### src/rtl/acs_pm_unit.sv
// Add-compare-select stage with path-metric storage for an 8-state (K=4) Viterbi decoder.
// One trellis step per accepted cycle; metrics are renormalised when every MSB is set.
module acs_pm_unit #(
    parameter int unsigned PM_W      = 8,
    parameter int unsigned INIT_BIAS = 16
) (
    input  logic                i_clk,
    input  logic                i_rst_n,
    input  logic                i_start,
    input  logic                i_bm_valid,
    input  logic [31:0]         i_bm_in,
    output logic                o_dec_valid,
    output logic [7:0]          o_dec_out,
    output logic [8*PM_W-1:0]   o_pm_out,
    output logic [2:0]          o_best_state,
    output logic                o_norm_event
);

    localparam int unsigned N_ST = 8;

    typedef enum logic {
        ST_IDLE = 1'b0,
        ST_RUN  = 1'b1
    } state_t;

    state_t                        r_state;
    logic [N_ST-1:0][PM_W-1:0]     r_pm;
    logic                          r_dec_valid;
    logic [N_ST-1:0]               r_dec_out;
    logic [2:0]                    r_best_state;
    logic                          r_norm_event;

    logic [N_ST-1:0][PM_W-1:0]     w_new;
    logic [N_ST-1:0][PM_W-1:0]     w_norm;
    logic [N_ST-1:0]               w_dec;
    logic [N_ST-1:0]               w_msb;
    logic                          w_all_msb;
    logic                          w_accept;
    logic [2:0]                    w_best;
    logic [PM_W-1:0]               w_min;

    // Predecessors of state n are {n[1:0],0} and {n[1:0],1}; ties resolve to p0
    for (genvar n = 0; n < 8; n++) begin : g_acs
        localparam int unsigned P0 = (n % 4) * 2;
        localparam int unsigned P1 = P0 + 1;
        logic [PM_W-1:0] w_c0;
        logic [PM_W-1:0] w_c1;
        assign w_c0     = r_pm[P0] + PM_W'(i_bm_in[4*n +: 2]);
        assign w_c1     = r_pm[P1] + PM_W'(i_bm_in[4*n+2 +: 2]);
        assign w_dec[n] = (w_c1 < w_c0);
        assign w_new[n] = w_dec[n] ? w_c1 : w_c0;
        assign w_msb[n] = w_new[n][PM_W-1];
    end

    assign w_all_msb = &w_msb;
    assign w_accept  = (r_state == ST_RUN) && i_bm_valid && !i_start;

    // Renormalise by clearing every MSB once all metrics have crossed half range
    always_comb begin
        w_norm = w_new;
        if (w_all_msb) begin
            for (int i = 0; i < 8; i++) begin
                w_norm[i][PM_W-1] = 1'b0;
            end
        end
    end

    // Strict compare keeps the lowest index on equal minima
    always_comb begin
        w_best = 3'd0;
        w_min  = w_norm[0];
        for (int i = 1; i < 8; i++) begin
            if (w_norm[i] < w_min) begin
                w_min  = w_norm[i];
                w_best = 3'(i);
            end
        end
    end

    always_ff @(posedge i_clk or negedge i_rst_n) begin
        if (!i_rst_n) begin
            r_state      <= ST_IDLE;
            r_pm         <= '0;
            r_dec_valid  <= 1'b0;
            r_dec_out    <= '0;
            r_best_state <= 3'd0;
            r_norm_event <= 1'b0;
        end else if (i_start) begin
            r_state      <= ST_RUN;
            r_pm[0]      <= '0;
            for (int i = 1; i < 8; i++) begin
                r_pm[i] <= PM_W'(INIT_BIAS);
            end
            r_dec_valid  <= 1'b0;
            r_norm_event <= 1'b0;
        end else if (w_accept) begin
            r_pm         <= w_norm;
            r_dec_valid  <= 1'b1;
            r_dec_out    <= w_dec;
            r_best_state <= w_best;
            r_norm_event <= w_all_msb;
        end else begin
            r_dec_valid  <= 1'b0;
            r_norm_event <= 1'b0;
        end
    end

    assign o_dec_valid  = r_dec_valid;
    assign o_dec_out    = r_dec_out;
    assign o_pm_out     = r_pm;
    assign o_best_state = r_best_state;
    assign o_norm_event = r_norm_event;

endmodule

### config.mk
export PLATFORM = sky130hd
export DESIGN_NAME = acs_pm_unit
export DESIGN_NICKNAME = d
export VERILOG_FILES = /design/src/rtl/acs_pm_unit.sv
export SDC_FILE = /design/constraint.sdc
export NUM_CORES = 1
export LEC_CHECK = 0
export CAP_MARGIN = 5
export CORE_MARGIN = 2
export CORE_UTILIZATION = 30
export CTS_CLUSTER_SIZE = 14
export DETAILED_ROUTE_END_ITERATION = 10
export SYNTH_ARGS = -nofsm -noshare
export SYNTH_HDL_FRONTEND = slang
export SYNTH_SLANG_ARGS = --single-unit
### constraint.sdc
create_clock -name i_clk -period 16.7 [get_ports i_clk]
set_input_delay 3.34 -clock i_clk [delete_from_list [all_inputs] [get_ports i_clk]]
set_output_delay 3.34 -clock i_clk [all_outputs]
set_load 0.1 [all_outputs]
-- Word level (Yosys, flattened, before mapping)
Index checks and enable logic that the tools add are counted.
- $add $sub $neg: 16
- magnitude comparators: 15
- multiplexer cells: 35
- bitwise logic cells: 1
- reduce and logical (&&, ||, !) cells: 6
- operators by type and width (operator ; number):
    8-bit by 2-bit adder with 8-bit output ; 16
    64-bit two-way mux ; 2
    8-bit < comparator ; 15
    8-bit two-way mux ; 14
    3-bit two-way mux ; 6
    1-bit two-way mux ; 13
    8-bit AND reduction ; 1
    1-bit logical AND ; 2
    2-bit AND reduction ; 1
    2-bit nonzero test ; 1
    1-bit logical NOT ; 1
    1-bit inverter ; 1
- flip-flop bits (word level): 78
- input bits: 36
- output and inout bits: 77
- logic and storage cells: 86

-- Logic depth before layout (Yosys ltp)
- word-level depth: 19
- gate-level depth with buffers: 82
- mapped depth without buffers: 76

-- Least setup slack after synthesis
Ideal clock, no wire load.
- path type: input-to-reg
- from: input i_bm_in[2]
- to: register r_best_state[2], in the netlist o_best_state[2]
- setup time: 0.088 ns
- arrival time: 17.728 ns
- slack: -1.117 ns
- stages on the path: 77
- path buffers: 5
- cell sequence: ha_1 fa_1 xnor2_1 inv_1 ha_1 o21ai_0 a221o_1 a32oi_2 clkbuf_1 nor3_1 a31oi_1 inv_1 ha_1 a21o_1 a21o_1 a21oi_1 nand2_1 a31oi_1 [... 41 more ...] o21ai_1 clkbuf_1 a21o_1 inv_1 ha_1 a21o_1 a21oi_1 o21ai_0 nor3_1 a21oi_4 mux2_4 ha_1 o21a_1 o2111ai_1 a21oi_1 a2111oi_0 o21ai_1 a41oi_1
- word-level cells in the longest chain between the ends: 19
- elaborated cells on any way between the ends: 30
- classes of those cells: add/sub (1); order compare (8); mux (20); reduce/logical (1)
- ends and longest elaborated chain (element ; line ; text):
    start: declaration ; 11 ; input logic [31:0] i_bm_in,
    8-bit by 2-bit adder with 8-bit output * ; 49 ; assign w_c1 = r_pm[P1] + PM_W'(i_bm_in[4*n+2 +: 2]);
    8-bit < comparator ; 50 ; assign w_dec[n] = (w_c1 < w_c0);
    8-bit two-way mux * ; 51 ; assign w_new[n] = w_dec[n] ? w_c1 : w_c0;
    8-bit AND reduction ; 55 ; assign w_all_msb = &w_msb;
    1-bit two-way mux ; 61 ; if (w_all_msb) begin
    8-bit < comparator ; 73 ; if (w_norm[i] < w_min) begin
    8-bit two-way mux ; 73 ;
    8-bit < comparator ; 73 ;
    [... 3 more ...] ; -- ;
    8-bit < comparator ; 73 ;
    8-bit two-way mux ; 73 ;
    8-bit < comparator ; 73 ;
    8-bit two-way mux ; 73 ;
    8-bit < comparator ; 73 ;
    8-bit two-way mux ; 73 ;
    8-bit < comparator ; 73 ;
    3-bit two-way mux * ; 73 ;
    end signal: assignment ; 100 ; r_best_state <= w_best;
    end: declaration ; 30 ; logic [2:0] r_best_state;
Mark *: on every way between the ends. The rest lies on a longest branch, timed or not.
A chain may end at the register's enable or synchronous reset.

-- Worst setup path in the final report
- from: input i_bm_in[0]
- to: register r_best_state[0], in the netlist o_best_state[0]
- word-level cells in the longest chain between the ends: 19
- elaborated cells on any way between the ends: 32
- classes of those cells: add/sub (1); order compare (8); mux (22); reduce/logical (1)
- ends and longest elaborated chain (element ; line ; text):
    8-bit by 2-bit adder with 8-bit output * ; 48 ; assign w_c0 = r_pm[P0] + PM_W'(i_bm_in[4*n +: 2]);
    8-bit < comparator ; 50 ;
    8-bit two-way mux * ; 51 ;
    8-bit AND reduction ; 55 ;
    1-bit two-way mux ; 61 ;
    8-bit < comparator ; 73 ;
    8-bit two-way mux ; 73 ;
    8-bit < comparator ; 73 ;
    [... 3 more ...] ; -- ;
    8-bit < comparator ; 73 ;
    8-bit two-way mux ; 73 ;
    8-bit < comparator ; 73 ;
    8-bit two-way mux ; 73 ;
    8-bit < comparator ; 73 ;
    8-bit two-way mux ; 73 ;
    8-bit < comparator ; 73 ;
    3-bit two-way mux * ; 73 ;
Marks and branches as above.

==> flow_metrics.py <==
metrics = {
    "run_status": {
        "outcome": "complete, no violations",
    },
    "timing": {
        "timing_worst_slew_pin_value_ns": 1.055,
        "setup_violations": 0,
        "finalCritPeriodShare_pct": 97.36,
        "hold_slack_ns": 0.4797,
        "clock-skew-final_ns": 0.008259,
        "hold_viol": 0,
        "period_minus_slack_ns": 16.26,
        "fmax_mhz": 61.50,
        "worst_slack_ns": 0.4405,
        "maxSlewViolCount": 0,
        "finalSetupTns_ns": 0,
        "slew_headroom_pct": 29.48,
    },
    "synthesis": {
        "synthDistinctLibCells": 71,
        "synthCells": 1119,
        "synth_fp_nets": 1298,
        "ys_warn_count": 0,
        "postSynth.topFlopCell": "dfrtp_1",
        "synth_seq_cells": 78,
        "syn-cell-area_um2": 9424,
        "synth_area_per_cell_um2": 8.422,
        "ys_async_sr_fraction_pct": 100.0,
        "synth_edf_count": 0,
        "seq_area_frac_synth_pct": 20.71,
    },
    "layout": {
        "diodes": 0,
        "area_growth_pct": 35.44,
        "drive_gt1_share_pct": 20.09,
        "fin_nets": 1499,
        "final_area_um2": 12760,
    },
    "floorplanning": {
        "die_h_um": 181.2,
        "die_x_um": 181.2,
        "core_area_um2": 30750,
        "start_util_pct": 30.65,
        "dieArea_um2": 32850,
        "rows": 64,
        "pin_count": 113,
    },
    "cts": {
        "cts_hold_buf": 0,
        "tritoncts": "yes",
        "cts_buffers": 9,
        "worstSkewPairLatency_ns": 0.36,
        "h-tree-depth": 3,
        "cts.clk_slew.worst_paths_ns": 0.06,
        "cts_sinks": 78,
        "cts_root_buf": "clkbuf_16",
        "clk_path_buf_depth": 2,
    },
    "detailed_routing": {
        "viasPerCell": 5.270,
        "wl_met2_um": 14990,
        "firstDrtPassIters": 6,
        "wl_met3_um": 1320,
        "wl_per_cell_um": 18.73,
        "via_count": 9065,
        "top_layer": "met4",
        "drtIter0Drc": 612,
        "wl_um": 32210,
        "route.detailed.drc": 0,
        "ant_nets": 0,
        "wirelength_met1_um": 14960,
    },
    "critical_path": {
        "ff2ff_setup_slack_ns": 2.72,
        "required_ns": 16.98,
        "slowest_delay_ns": 0.40,
        "r2r_cells": 77,
        "worst-path-max-fanout": 7,
        "r2r-end": "o_best_state[0]",
        "cp_common_cell": "buf_6",
        "worst-setup-path-type": "in2reg",
        "end_kind": "flip-flop",
        "critPathArrivalTime_ns": 16.54,
        "crit-reg2reg-launch": "o_pm_out[10]",
        "crit_slowest_cell": "fa_2",
        "start_kind": "input pin",
    },
    "hold_path": {
        "worstHoldPathCells": 2,
        "hold_end": "o_dec_out[4]",
        "hp-start": "o_dec_out[4]",
        "hp-class": "reg2reg",
    },
    "placed_design": {
        "dp_hpwl_um": 24730,
        "gp_congestion": 0.9011,
        "io_buffers": 112,
        "pre_cts_slack_ns": -0.5976,
        "placedInstanceArea_um2": 11580,
    },
    "grt": {
        "grt_pass1_wl_um": 48680,
        "antenna_found_initial": 0,
        "grtUsageTotal_pct": 18.83,
        "grt_overflow_total": 0,
        "grt_pass1_vias": 8788,
        "grt_max_degree": 79,
    },
    "run": {
        "drv_cap": 0,
    },
}
## cell usage in the layout (no fill, tap or decap), drive strengths merged, types with 3 or more instances in the layout
cell | netlist | routed
ha | 127 | 127
buf | 6 | 126
clkdlybuf4s50 | 0 | 103
nand2 | 102 | 102
nor2 | 91 | 91
inv | 79 | 79
dfrtp | 78 | 78
a21oi | 68 | 68
o21ai | 64 | 64
mux2i | 61 | 61
xor2 | 50 | 50
xnor2 | 46 | 46
a21o | 41 | 41
a22o | 31 | 31
nand4 | 28 | 28
nand2b | 21 | 21
nand3 | 18 | 18
nor2b | 18 | 18
fa | 16 | 16
clkbuf | 41 | 15
mux2 | 14 | 14
and2 | 11 | 11
o211ai | 10 | 10
o21a | 9 | 9
dlymetal6s2s | 0 | 8
a31oi | 7 | 7
nor3 | 7 | 7
o22a | 6 | 6
or2 | 6 | 6
and3 | 4 | 4
a41oi | 4 | 4
a2111oi | 4 | 4
and4 | 4 | 4
nor4 | 4 | 4
o2111a | 3 | 3
nor3b | 3 | 3
## through the flow
step | util, % | std cells
after floorplan | - | 1119
after global placement | 37.65 | 1665
after detailed placement | 37.65 | 1665
after CTS | 38.75 | 1682
after global routing | 41.51 | 1720
final | 41.51 | 1720
## repair_timing
action,CTS,global route
pin swaps,3,67
setup endpoints to repair,3,3
gates cloned,0,1
gates resized for setup,7,118
setup buffers,2,38
hold endpoints to repair,0,0
## flip-flops by register name, indices dropped and copies added (netlist names)
register,count
o_pm_out,64
o_norm_event,1
o_dec_out,8
o_dec_valid,1
r_state,1
o_best_state,3
## cell usage after synthesis, types with 4 or more instances
cell / instances / area [um^2]
a2111oi_0: 4 / 35.03
a21o_1: 41 / 307.8
a21oi_1: 67 / 335.3
a22o_1: 31 / 271.5
a31oi_1: 7 / 43.79
and2_1: 11 / 68.82
and3_1: 4 / 25.02
and4_1: 4 / 35.03
buf_2: 4 / 20.02
clkbuf_1: 41 / 153.9
dfrtp_1: 78 / 1952
fa_1: 16 / 320.3
ha_1: 127 / 1589
inv_1: 79 / 296.5
mux2_2: 13 / 146.4
mux2i_1: 60 / 600.6
nand2_1: 102 / 382.9
nand2b_1: 21 / 131.4
nand3_1: 18 / 90.09
nand4_1: 28 / 175.2
nor2_1: 90 / 337.8
nor2b_1: 18 / 112.6
nor3_1: 7 / 35.03
nor4_1: 4 / 25.02
o211ai_1: 10 / 75.07
o21a_1: 8 / 60.06
o21ai_0: 59 / 295.3
o21ai_1: 5 / 25.02
o22a_1: 6 / 52.55
or2_2: 6 / 37.54
xnor2_1: 46 / 402.9
xor2_1: 50 / 437.9
## worst max-delay path by stage
stage	start	endpoint	slack [ns]	cells after the start
CTS	i_bm_in[6]	o_best_state[2]	0.009	76
global placement	i_bm_in[6]	o_best_state[1]	-0.18	69
finish	i_bm_in[0]	o_best_state[0]	0.44	77
detailed placement	i_bm_in[6]	o_best_state[1]	-0.60	71
floorplan	i_bm_in[2]	o_best_state[2]	0.002	78
global route	i_bm_in[0]	o_best_state[0]	-0.20	80
## cell families after synthesis
family / synth area share (%)
buffers and inverters: 5.151
xor gates and xnor gates: 8.922
and+or+nand+nor: 16.16
muxes: 8.232
DFF: 20.71
AOI/OAI and AO/OA: 20.35
adders and majority gates: 20.47
## layout make-up
type	instances	area, um^2
fill	3071	17990
multi-input combinational	914	7610
timing repair buffer	237	2118
sequential	78	1952
tap	396	495.5
inverter	80	300.3
clock buffer	15	287.8
## worst max-delay path, delay by kind of cell
kind	cells	cell delay, ns
compound gates	28	4.81
xor+xnor	1	0.13
fa+ha+maj	10	2.94
buf+inv	12	1.62
mux	5	1.17
simple gates	21	2.53
## per-layer routing
metal / up-vias / GRT usage (%)
met4: 0 / 5.951
met1: 4383 / 25.40
li1: 4386 / -
met3: 55 / 2.802
met5: - / 0
met2: 241 / 30.96
Power is not shown: default switching activity piles up to over one toggle a cycle in this logic, so the estimate is an artifact.
